$ cat src/rtl/rfdc_cap_pkg.sv
// Shared types for the RFDC SYSREF-aligned capture path: sequencer state
// encoding and the default ADC beat width.
package rfdc_cap_pkg;

  localparam int ADC_BEAT_W = 128;

  typedef enum logic [2:0] {
    IDLE,
    ARMED,
    DELAY,
    CAPTURE,
    DRAIN
  } cap_state_e;

endpackage

$ cat src/rtl/sysref_edge_det.sv
// Registers a SYSREF already synchronised to clk and flags its rising edge in
// the cycle the new level first appears.
module sysref_edge_det (
  input  logic clk,
  input  logic rst_n,
  input  logic sig_in,
  output logic rise
);

  logic sig_q;
  logic sig_d;

  always_comb begin
    sig_d = sig_in;
  end

  always_ff @(posedge clk or negedge rst_n) begin
    if (!rst_n) begin
      sig_q <= 1'b0;
    end else begin
      sig_q <= sig_d;
    end
  end

  assign rise = sig_in & ~sig_q;

endmodule

$ cat src/rtl/sysref_capture_sequencer.sv
// Gates a never-stalling ADC AXI4-Stream into an N-beat capture that starts a
// programmable delay after a SYSREF rising edge; sink backpressure is only reported.
module sysref_capture_sequencer
  import rfdc_cap_pkg::*;
#(
  parameter int DATA_WIDTH  = ADC_BEAT_W,
  parameter int LEN_WIDTH   = 16,
  parameter int DELAY_WIDTH = 8
) (
  input  logic                   aclk,
  input  logic                   aresetn,
  input  logic                   arm,
  input  logic                   abort,
  input  logic                   clear,
  input  logic [LEN_WIDTH-1:0]   cfg_len,
  input  logic [DELAY_WIDTH-1:0] cfg_delay,
  input  logic                   sysref_in,
  input  logic [DATA_WIDTH-1:0]  s_axis_tdata,
  input  logic                   s_axis_tvalid,
  output logic                   s_axis_tready,
  output logic [DATA_WIDTH-1:0]  m_axis_tdata,
  output logic                   m_axis_tvalid,
  output logic                   m_axis_tlast,
  input  logic                   m_axis_tready,
  output logic                   busy,
  output logic                   done,
  output logic                   overflow,
  output logic                   cfg_err,
  output logic [LEN_WIDTH-1:0]   beat_count
);

  localparam logic [LEN_WIDTH-1:0]   LEN_ONE = 1;
  localparam logic [DELAY_WIDTH-1:0] DLY_ONE = 1;

  cap_state_e             state_q, state_d;
  logic [LEN_WIDTH-1:0]   len_q, len_d;
  logic [LEN_WIDTH-1:0]   beat_count_q, beat_count_d;
  logic [LEN_WIDTH-1:0]   beat_next;
  logic [DELAY_WIDTH-1:0] delay_q, delay_d;
  logic [DELAY_WIDTH-1:0] dcnt_q, dcnt_d;
  logic [DATA_WIDTH-1:0]  tdata_q, tdata_d;
  logic                   tvalid_q, tvalid_d;
  logic                   tlast_q, tlast_d;
  logic                   done_q, done_d;
  logic                   overflow_q, overflow_d;
  logic                   cfg_err_q, cfg_err_d;
  logic                   sysref_rise;
  logic                   out_hs;
  logic                   out_stalled;

  sysref_edge_det u_sysref_edge (
    .clk    (aclk),
    .rst_n  (aresetn),
    .sig_in (sysref_in),
    .rise   (sysref_rise)
  );

  assign beat_next   = beat_count_q + LEN_ONE;
  assign out_hs      = tvalid_q & m_axis_tready;
  assign out_stalled = tvalid_q & ~m_axis_tready;

  always_comb begin
    state_d      = state_q;
    len_d        = len_q;
    delay_d      = delay_q;
    dcnt_d       = dcnt_q;
    beat_count_d = beat_count_q;
    tdata_d      = tdata_q;
    tvalid_d     = tvalid_q;
    tlast_d      = tlast_q;
    done_d       = 1'b0;
    overflow_d   = overflow_q;
    cfg_err_d    = cfg_err_q;

    // Clear first so a same-cycle set below takes precedence.
    if (clear) begin
      overflow_d = 1'b0;
      cfg_err_d  = 1'b0;
    end

    if (abort) begin
      state_d  = IDLE;
      tvalid_d = 1'b0;
      tlast_d  = 1'b0;
    end else begin
      if (out_hs) begin
        tvalid_d = 1'b0;
        tlast_d  = 1'b0;
      end
      unique case (state_q)
        IDLE: begin
          if (arm) begin
            if (cfg_len == '0) begin
              cfg_err_d = 1'b1;
            end else begin
              len_d        = cfg_len;
              delay_d      = cfg_delay;
              beat_count_d = '0;
              state_d      = ARMED;
            end
          end
        end
        ARMED: begin
          if (sysref_rise) begin
            if (delay_q == '0) begin
              state_d = CAPTURE;
            end else begin
              dcnt_d  = delay_q - DLY_ONE;
              state_d = DELAY;
            end
          end
        end
        DELAY: begin
          if (dcnt_q == '0) begin
            state_d = CAPTURE;
          end else begin
            dcnt_d = dcnt_q - DLY_ONE;
          end
        end
        CAPTURE: begin
          if (s_axis_tvalid) begin
            // A stalled beat is overwritten but still counted, keeping the window time-exact.
            tdata_d  = s_axis_tdata;
            tvalid_d = 1'b1;
            tlast_d  = (beat_next == len_q);
            if (out_stalled) begin
              overflow_d = 1'b1;
            end
            if (beat_count_q != len_q) begin
              beat_count_d = beat_next;
            end
            if (beat_next == len_q) begin
              state_d = DRAIN;
            end
          end
        end
        DRAIN: begin
          if (out_hs) begin
            done_d  = 1'b1;
            state_d = IDLE;
          end
        end
        default: begin
          state_d = IDLE;
        end
      endcase
    end
  end

  always_ff @(posedge aclk or negedge aresetn) begin
    if (!aresetn) begin
      state_q      <= IDLE;
      len_q        <= '0;
      delay_q      <= '0;
      dcnt_q       <= '0;
      beat_count_q <= '0;
      tdata_q      <= '0;
      tvalid_q     <= 1'b0;
      tlast_q      <= 1'b0;
      done_q       <= 1'b0;
      overflow_q   <= 1'b0;
      cfg_err_q    <= 1'b0;
    end else begin
      state_q      <= state_d;
      len_q        <= len_d;
      delay_q      <= delay_d;
      dcnt_q       <= dcnt_d;
      beat_count_q <= beat_count_d;
      tdata_q      <= tdata_d;
      tvalid_q     <= tvalid_d;
      tlast_q      <= tlast_d;
      done_q       <= done_d;
      overflow_q   <= overflow_d;
      cfg_err_q    <= cfg_err_d;
    end
  end

  assign s_axis_tready = 1'b1;
  assign m_axis_tdata  = tdata_q;
  assign m_axis_tvalid = tvalid_q;
  assign m_axis_tlast  = tlast_q;
  assign busy          = (state_q != IDLE);
  assign done          = done_q;
  assign overflow      = overflow_q;
  assign cfg_err       = cfg_err_q;
  assign beat_count    = beat_count_q;

endmodule
$ cat config.mk
export PLATFORM = sky130hd
export DESIGN_NAME = sysref_capture_sequencer
export DESIGN_NICKNAME = d
export VERILOG_FILES = /design/src/rtl/rfdc_cap_pkg.sv /design/src/rtl/sysref_edge_det.sv /design/src/rtl/sysref_capture_sequencer.sv
export SDC_FILE = /design/constraint.sdc
export NUM_CORES = 1
export LEC_CHECK = 0
export CORE_ASPECT_RATIO = 1.4
export CORE_MARGIN = 5
export CORE_UTILIZATION = 45
export DETAILED_ROUTE_END_ITERATION = 8
export MAX_ROUTING_LAYER = met4
export PLACE_DENSITY = 0.81
export SYNTH_ARGS = -nofsm -noshare
export SYNTH_HDL_FRONTEND = slang
export SYNTH_HIERARCHICAL = 1
export SYNTH_SLANG_ARGS = --single-unit
$ cat constraint.sdc
create_clock -name aclk -period 3.2 [get_ports aclk]
set_clock_uncertainty 0.15 [all_clocks]
set_input_delay 0.48 -clock aclk [delete_from_list [all_inputs] [get_ports aclk]]
set_output_delay 0.48 -clock aclk [all_outputs]
set_load 0.01 [all_outputs]
==> flow_summary.ini <==
[cts]
cts_resized = 0
cts_setup_buffers = 0
cts.sinks = 185
cts_hold_buf = 1
cts_max_level = 4
clockRootBuffer = clkbuf_16
cts_buffers = 17
cts_tree = done
clk_latency_ps = 430
cts_buffer_depth = 2
clkSlewWorstSetupHoldPaths_ps = 70

[placement]
globalplace.congestion = 0.9436
port_buffers = 309
dp.cells = 1429
dp_hpwl_mm = 20.09
pre_cts_ws_ps = 18.49

[floorplan]
die_h_um = 171.8
core_um2 = 18530
dieWidth_um = 125.6
ios = 311
dieArea_um2 = 21580
initial_core_util_pct = 45.44
num_rows = 59

[sta]
setup_ws_ps = 267.3
slew_headroom_pct = 16.68
fin_tns_setup_ps = 0
period_needed_ps = 2933
finalHoldViolCount = 0
fmax_ghz = 0.3410
min_period_over_period_pct = 91.65
worstMarginPinSlew_ps = 1240
setup_violations = 0
rsz0062_at_grt = false
report.final.slew_viol_count = 0

[detailed_routing]
route.vias.total = 7618
wl_mm = 26.44
drcViolationCount = 0
drtIter0Drc = 592
drtAntennaViolNets = 0
post_drt_wl_per_cell_um = 18.06
firstDrtPassIters = 5
viasPerCell = 5.204

[finish]
layout_commonest_cell = nand2_1
final_layout_size_suffix_gt1_share_pct = 6.409
final_cell_mix = 399 x nand2_1, 308 x clkdlybuf4s50_1, 185 x dfrtp_1, 23 x nor2_1, 21 x mux2_1
finalNetCount = 1367
finish.utilization_pct = 66.99
areaGrowthSynthToFinish_pct = 47.42
nFillCells = 1443
final_cells = 1464

[yosys]
synth_top_cell_area_share_pct = 54.99
synth.area.top_cells = dfrtp_1 55%, nand2_1 18%, mux2_1 2.8%
ys_ff_latch = 185
synthDistinctLibCells = 71
syn_area_um2 = 8419
ys_async_sr_fraction_pct = 100.0
synth_flop_cell = dfrtp_1
syn_area_per_cell_um2 = 9.242
synth_top_cell_by_area = dfrtp_1
yosys_warnings = 6
synth_edf_count = 0
ys_seq_area_share_pct = 54.99
synth_nets = 1073
synthCells = 911

[setup_path]
r2r_end = beat_count[0]
crit_type = reg -> reg
crit_path_max_fanout = 15
reg2reg_slack_ps = 270
crit_arrival_ps = 3130
cp.required_ps = 3400
reg2regPathDepth = 5
start_kind = flip-flop
timing.rr.start = state_q[0]
end_kind = flip-flop

[grt]
antenna_found_initial = 2
grt_max_degree = 70
grt_pass1_vias = 7712
grt_pass1_wl_mm = 41.14
gr-total-overflow = 0
grt.total_usage_pct = 25.17

[power_and_ir_drop]
leakage_nw = 5.795
swShare_pct = 34.63
pwr-share-comb_pct = 37.4
sequentialPowerShare_pct = 40.2
powerDensity_nw_per_um2 = 732.3
clkPwrFrac_pct = 22.4
switchingPower_mw = 3.148
p_int_mw = 5.941
ir_worst_vdd_uv = 384.4

[job]
cap_viol_max_count = 0

[min_path]
hold_path_startpoint = m_axis_tdata[75]
min_path_cells = 2
hold_class = reg -> reg
hold_path_end = m_axis_tdata[75]

[status]
status = completed
==> final cells by class <==
type / count / area (um^2) / area share, %
Antenna cell: 3 / 7.507 / 0.06048
Clock buffer: 18 / 439.2 / 3.538
Clock inverter: 13 / 128.9 / 1.038
Inverter: 10 / 37.54 / 0.3024
Multi-Input combinational cell: 658 / 3487 / 28.09
Sequential cell: 185 / 4629 / 37.30
Tap cell: 244 / 305.3 / 2.460
Timing Repair Buffer: 333 / 3377 / 27.21
==> flip-flops by register name, indices dropped and copies added (netlist names) <==
name,count
beat_count,16
cfg_err,1
dcnt_q,8
delay_q,8
done,1
len_q,16
m_axis_tdata,128
m_axis_tlast,1
m_axis_tvalid,1
overflow,1
state_q,3
u_sysref_edge/sig_q,1
==> critical path: stages (launching register included) <==
cell and delay (ps):
dfrtp_1 590, nor3_1 170, and3_1 250, a211o_1 380, nor3_1 1010, mux2_2 310
==> power groups by stage <==
stage	clock (mW)	sequential, mW	combinational (mW)
CTS	2.09	3.65	3.44
finish	2.04	3.65	3.40
global placement	0	3.65	3.34
floorplan	0	3.82	1.35
global route	2.18	3.75	3.73
detailed placement	0	3.68	3.42
==> logic make-up (layout without fill, tap and decap cells) <==
| family | count (synthesis) | after routing | synth area share (%) |
|---|---|---|---|
| adders and majority gates | 2 | 2 | 0.2972 |
| AOI/OAI and AO/OA | 84 | 84 | 7.297 |
| DFF | 185 | 185 | 54.99 |
| other | 1 | 4 | 0.04454 |
| muxes | 36 | 36 | 4.696 |
| xor gates and xnor gates | 25 | 25 | 2.779 |
| buffers and inverters | 68 | 374 | 3.834 |
| and+or+nand+nor | 510 | 510 | 26.07 |
==> Yosys cell counts, types with 2 or more instances <==
cell type	number
nand2b_1	2
nor2_1	24
or3_1	4
o31a_1	6
nand3b_1	3
or4_1	5
nand3_1	12
nor2b_1	4
buf_6	3
buf_2	27
o21ai_1	3
buf_4	3
mux2_2	7
o22ai_1	3
ha_1	2
o21ai_0	7
or2_2	2
a21oi_1	14
mux2i_1	8
nand4_1	7
a31o_1	5
nor4b_1	3
xor2_2	2
o21a_1	3
xnor2_1	5
a31oi_1	5
mux2_1	21
o41ai_1	2
o32ai_1	4
o31ai_1	5
a211o_1	6
o211ai_1	2
and3_1	4
or3b_1	2
xor2_1	18
a22o_1	6
dfrtp_1	185
or2_1	2
nor4_1	9
nand2_1	399
clkbuf_1	25
inv_1	10
nor3_1	14
==> through the flow <==
stage	cell area, um^2	power (mW)	hold WS [ps]
final	12410	9.089	321.8
after global routing	12410	9.663	343.7
after CTS	12400	9.179	328.9
after detailed placement	11830	7.099	311.3
after global placement	11830	6.992	306.7
after floorplan	8419	5.165	34.41
==> worst max path at each step <==
stage / startpoint / endpoint / slack (ps) / cells after the start
final: state_q[0] / beat_count[0] / 270 / 5
after floorplan: beat_count[0] / state_q[1] / 760 / 8
after global placement: cfg_len[1] / beat_count[0] / 20 / 6
after detailed placement: cfg_len[1] / beat_count[0] / 20 / 6
after CTS: state_q[0] / beat_count[0] / 240 / 5
after global routing: state_q[0] / beat_count[0] / 30 / 5
==> metal layers <==
| metal | vias up | part of all wire [%] | routed length, um | global-route usage [%] |
|---|---|---|---|---|
| li1 | 3596 | - | - | - |
| met1 | 3644 | 39 | 10180 | 29.50 |
| met2 | 323 | 50 | 13210 | 40.54 |
| met3 | 55 | 8.2 | 2173 | 7.766 |
| met4 | 0 | 3.3 | 869 | 10.38 |
| met5 | - | 0 | 0 | - |
(Power assumes the default switching activity.)
